===== config.mk =====
export PLATFORM = sky130hd
export DESIGN_NAME = filt_fir_mac_seq
export DESIGN_NICKNAME = d
export VERILOG_FILES = /design/src/rtl/filt_fir_mac_seq.sv
export SDC_FILE = /design/constraint.sdc
export NUM_CORES = 1
export LEC_CHECK = 0
export ABC_CLOCK_PERIOD_IN_PS = 2100
export CORE_ASPECT_RATIO = 0.7
export CORE_MARGIN = 8
export CORE_UTILIZATION = 53
export CTS_BUF_LIST = sky130_fd_sc_hd__clkbuf_8
export DETAILED_ROUTE_END_ITERATION = 10
export PLACE_DENSITY = 0.79
export REMOVE_ABC_BUFFERS = 1
export SYNTH_ARGS = -nofsm -noshare
export SYNTH_HDL_FRONTEND = slang
export SYNTH_SLANG_ARGS = --single-unit

===== constraint.sdc =====
create_clock -name i_clk -period 2.1 [get_ports i_clk]
set_input_delay 0.42 -clock i_clk [delete_from_list [all_inputs] [get_ports i_clk]]
set_output_delay 0.42 -clock i_clk [all_outputs]
set_load 0.03 [all_outputs]

===== src/rtl/filt_fir_mac_seq.sv =====
// Single-MAC FIR sequencer: sample write, tap stepping, accumulator strobes.
// Optional sticky overrun flag: define FILT_FIR_MAC_SEQ_OVR_EN.
module filt_fir_mac_seq #(
  parameter int gp_coeff_length = 16,
  parameter int gp_addr_width   = $clog2(gp_coeff_length)
) (
  input  logic                     i_clk,
  input  logic                     i_rst_an,
  input  logic                     i_ena,
  input  logic                     i_data_vld,
  input  logic                     i_ovr_clr,
  output logic                     o_data_rdy,
  output logic                     o_smp_wr,
  output logic [gp_addr_width-1:0] o_smp_waddr,
  output logic [gp_addr_width-1:0] o_smp_raddr,
  output logic [gp_addr_width-1:0] o_coeff_addr,
  output logic                     o_acc_clr,
  output logic                     o_acc_en,
  output logic                     o_oup_vld,
  output logic                     o_ovr
);

  typedef enum logic [1:0] {
    IDLE,
    WR,
    RUN,
    DONE
  } state_t;

  localparam logic [gp_addr_width-1:0] LAST =
    gp_addr_width'(gp_coeff_length - 1);

  state_t                   state;
  logic [gp_addr_width-1:0] wptr;

  always_ff @(posedge i_clk or negedge i_rst_an) begin
    if (!i_rst_an) begin
      state        <= IDLE;
      wptr         <= '0;
      o_data_rdy   <= 1'b1;
      o_smp_wr     <= 1'b0;
      o_smp_waddr  <= '0;
      o_smp_raddr  <= '0;
      o_coeff_addr <= '0;
      o_acc_clr    <= 1'b0;
      o_acc_en     <= 1'b0;
      o_oup_vld    <= 1'b0;
    end else if (!i_ena) begin
      o_smp_wr  <= 1'b0;
      o_acc_clr <= 1'b0;
      o_acc_en  <= 1'b0;
      o_oup_vld <= 1'b0;
    end else begin
      o_smp_wr  <= 1'b0;
      o_acc_clr <= 1'b0;
      o_acc_en  <= 1'b0;
      o_oup_vld <= 1'b0;
      unique case (state)
        IDLE: begin
          if (i_data_vld) begin
            state       <= WR;
            o_data_rdy  <= 1'b0;
            o_smp_wr    <= 1'b1;
            o_smp_waddr <= wptr;
          end
        end
        WR: begin
          state        <= RUN;
          o_coeff_addr <= '0;
          o_smp_raddr  <= wptr;
          o_acc_en     <= 1'b1;
          o_acc_clr    <= 1'b1;
        end
        RUN: begin
          if (o_coeff_addr == LAST) begin
            state     <= DONE;
            o_oup_vld <= 1'b1;
          end else begin
            o_coeff_addr <= o_coeff_addr + 1'b1;
            // read pointer walks back through older samples, wrapping at L
            o_smp_raddr  <= (o_smp_raddr == '0) ? LAST
                                                : o_smp_raddr - 1'b1;
            o_acc_en     <= 1'b1;
          end
        end
        DONE: begin
          state      <= IDLE;
          o_data_rdy <= 1'b1;
          wptr       <= (wptr == LAST) ? '0 : wptr + 1'b1;
        end
        default: state <= IDLE;
      endcase
    end
  end

`ifdef FILT_FIR_MAC_SEQ_OVR_EN
  always_ff @(posedge i_clk or negedge i_rst_an) begin
    if (!i_rst_an) begin
      o_ovr <= 1'b0;
    end else if (i_ena) begin
      if (i_data_vld && !o_data_rdy) begin
        o_ovr <= 1'b1;
      end else if (i_ovr_clr) begin
        o_ovr <= 1'b0;
      end
    end
  end
`else
  logic unused_ovr_clr;
  assign unused_ovr_clr = i_ovr_clr;
  assign o_ovr = 1'b0;
`endif

endmodule


[After elaboration in Yosys (flattened, before gate mapping)]
Cells that the tools add are included.
Word-level totals
  register bits after elaboration: 23
  input port bits: 5
  output and inout port bits: 18
  word-level logic and storage cells: 52
Operators by class
  add/sub/neg operators: 3
  equal/unequal tests: 8
  multiplexer cells: 22
  reduce and logical (&&, ||, !) cells: 9
Operators with widths (count)
  two-way mux 4 bit: 4
  one-hot mux 4 bit (2 select lines): 2
  AND reduction 3 bit: 4
  two-way mux 1 bit: 11
  adder 4 x 1 -> 4 bit (second input constant): 2
  equality test 4 bit (second input constant): 2
  one-hot mux 2 bit (4 select lines): 1
  != test 2 bit (second input constant): 3
  equality test 2 bit (second input constant): 2
  zero test 4 bit: 1
  two-way mux 2 bit: 2
  one-hot mux 1 bit (2 select lines): 2
  nonzero test 2 bit: 2
  subtractor 4 x 1 -> 4 bit (second input constant): 1
  equality test 2 x 1 -> 1 bit (second input constant): 1
  zero test 2 bit: 1
  AND reduction 2 bit: 1

[Longest topological paths before layout]
  depth after elaboration: 4
  mapped depth: 7
  gate-level depth less buffers: 6

[Least setup slack after synthesis]
OpenSTA, ideal clock, no wires.
  kind: reg2reg
  start point: register o_coeff_addr[0]
  end point: register o_smp_raddr[3]
  library setup time: 76 ps
  arrival time: 1597 ps
  required time: 2024 ps
  setup slack: 427 ps
  cell stages (with the launch flop): 6
  path buffers: 0
  clock period less this slack: 1673 ps
  cell sequence: dfrtp_1 ha_1 and3_4 a21o_4 a311o_1 o21ai_1
Between the ends
  word-level cells in the longest chain between the ends: 3
RTL lines
  from (decl): line 16  | output logic [gp_addr_width-1:0] o_coeff_addr,
  from (signal assigned): line 79  | o_coeff_addr <= o_coeff_addr + 1'b1;
  equality test 4 bit: line 75  | if (o_coeff_addr == LAST) begin
  != test 2 bit (no source line)
  AND reduction 3 bit (no source line)
  to (signal assigned): line 70  | o_smp_raddr <= wptr;
  to (signal assigned): line 81  | o_smp_raddr <= (o_smp_raddr == '0) ? LAST
  to (decl): line 15  | output logic [gp_addr_width-1:0] o_smp_raddr,
Every way passes these cells.
A chain may end at the register's enable or synchronous reset.

[Worst setup path after layout]
  start point: register o_data_rdy
  end point: output o_data_rdy
RTL lines
  from (decl): line 12  | output logic o_data_rdy,
  from (signal assigned): line 40  | o_data_rdy <= 1'b1;
  from (signal assigned): line 62  | o_data_rdy <= 1'b0;
  from (signal assigned): line 88  | o_data_rdy <= 1'b1;
No word-level cell between the ends.

==> qor.yml <==
fillers: 154
netlist_top_cells_area: "dfrtp_1 47%, ha_1 8.5%, mux2_2 5.7%"
yosysMostFrequentCell: "dfrtp_1"
setup_viol: 0
clk_latency_ns: 0.26
htreeDepth: 1
syn_area_per_cell_um2: 10.3
root_buffer: "clkbuf_8"
antenna_found_initial: 0
synthTopCellsByCount: "22 x dfrtp_1, 15 x nand2_1, 10 x inv_1"
worst_setup_path_end_kind: "primary output"
seqCellArea_um2: 577
ys_ff_latch: 23
start_kind: "flip-flop"
critPathBufInv: 1
drc: 0
netlist_area_um2: 1180
die_h_um: 55.5
cts_sinks: 23
netlist.area_leader.share_pct: 46.7
period_minus_slack_ns: 1.88
period_share_pct: 89.7
postRouteAntennaNets: 0
hold_violations: 0
cts_buffer_depth: 2
track_usage_pct: 12.2
drv_slew: 0
setup_tns_ns: 0
vias: 911
clkSlewWorstSetupHoldPaths_ns: 0.08
synth_cells: 114
cts_hold_buf: 0
layout-drive-gt1-share_pct: 13.1
initial_utilization_pct: 55.6
max_freq_mhz: 531
core_area_um2: 2120
p_per_area_nw_per_um2: 1510
arrival_ns: 1.46
setup_ws_ns: 0.217
rsz0062_at_grt: "false"
rows: 14
path_cells: "clkdlybuf4s50_1"
drt_iter0_drc: 59
routed_wl_um: 2350
layout.nets: 151
finalClockSkew_ns: 0.00182
crit_path_max_incr_delay_ns: 0.67
crit_family: "buffers and inverters"
gp_congestion: 0.819
dpl.hpwl_um: 1800
synth_top_cell_by_area: "dfrtp_1"
ys_types: 34
worst_ir_drop_vdd_v: 0.000768
outcome: "finished clean"
syn_to_final_growth_pct: 24.1
io_buffer_count: 20
pre_cts_slack_ns: 0.120
ys_seq_area_share_pct: 48.9
ys_async_sr_fraction_pct: 100
post-cts-setup-buffers: 0
crit_type: "flip-flop to primary output"
cts_buffers: 3
hp-class: "input pin to asynchronous set/reset pin"
multi_input_area_um2: 541
wire_per_inst_um: 13.9
first_pass_iters: 4
synth_edf_count: 0
cts_resized: 0
cp_slowest_cell: "clkdlybuf4s50_1"
die_w_um: 72.4
via_per_inst: 5.39
dieArea_um2: 4010
grt-ovfl-total: 0
cts_tree: "built"
top_level_ports: 23
cap_violations: 0
critical_path.max_fanout: 2
grt_pass1_wl_um: 3970
yosys_warnings: 0
leakage_nw: 0.659
grt_max_degree: 24
critPathRequiredTime_ns: 1.68
antenna_cells: 0
grt_pass1_vias: 905
synth_ff_type: "dfrtp_1"
[worst paths after layout]
path / startpoint / end / slack [ns] / depth (start not counted)
min: i_rst_an / o_oup_vld$_DFF_PN0_ / 0.50 / 2
min reg2reg: o_data_rdy$_DFFE_PN1P_ / o_data_rdy$_DFFE_PN1P_ / 0.50 / 2
max reg2reg: state[0]$_DFFE_PN0P_ / o_smp_raddr[3]$_DFFE_PN0P_ / 0.40 / 6
min in group i_clk: o_data_rdy$_DFFE_PN1P_ / o_data_rdy$_DFFE_PN1P_ / 0.50 / 2
max in group asynchronous: i_rst_an / o_data_rdy$_DFFE_PN1P_ / 1.32 / 2
max: o_data_rdy$_DFFE_PN1P_ / o_data_rdy / 0.22 / 1
[layout by cell type, fill, tap and decap left out, types with 2 or more instances in the layout]
cell             count
dfrtp_1             22
clkdlybuf4s50_1     20
nand2_1             15
inv_1               11
nand3_1              8
ha_1                 8
a21oi_1              7
mux2_2               6
nor2_1               4
o21ai_0              4
clkbuf_8             3
buf_4                3
nand4_1              2
o311ai_0             2
nor3b_1              2
nor3_1               2
[cell families after synthesis]
group           count (synthesis)  share of synthesized area (%)
simple gates                   35                           14.1
flops                          23                           48.9
buf+inv                        14                           5.20
other cells                     1                          0.318
xor+xnor                        1                          0.743
mux                             6                           5.73
fa+ha+maj                       8                           8.49
compound gates                 26                           16.5
[where the power goes]
| group | internal [mW] | switching [mW] | total (mW) | leakage (nW) |
|---|---|---|---|---|
| combinational | 0.505 | 0.643 | 1.15 | 0.339 |
| sequential | 0.623 | 0.180 | 0.803 | 0.293 |
| clock | 0.130 | 0.131 | 0.261 | 0.0269 |
| total | 1.26 | 0.954 | 2.21 | 0.659 |
[sequential cells by signal, indices dropped and copies added, names as in the netlist]
name          cells
o_coeff_addr      4
o_smp_raddr       4
o_smp_waddr       4
wptr              4
state             2
o_acc_clr         1
o_acc_en          1
o_data_rdy        1
o_oup_vld         1
o_smp_wr          1
[final cells by class]
class	count	share of cell area, %
multi-input combinational	77	37.0
tap	32	2.74
inverter	10	2.57
sequential	23	39.4
clock buffer	3	2.82
clock inverter	1	0.257
timing repair buffer	23	15.2
[per-stage QoR]
step                instance area, µm²  utilization [%]  hold slack, ns  total power, mW  std cells
floorplan                         1150                -           0.124             1.54        110
global placement                  1420             66.9           0.486             1.91        165
detailed placement                1420             66.9           0.491             1.97        165
CTS                               1460             69.0           0.506             2.24        169
global route                      1460             69.0           0.533             2.38        169
finish                            1460             69.0           0.497             2.21        169
[per-layer routing]
metal	GRT usage [%]	share of wire, %	up-vias
met5	0	0	-
met4	4.06	0.34	0
met3	5.40	8.2	2
met2	20.3	48	25
met1	13.5	43	439
li1	-	-	445
(Power assumes the default switching activity.)
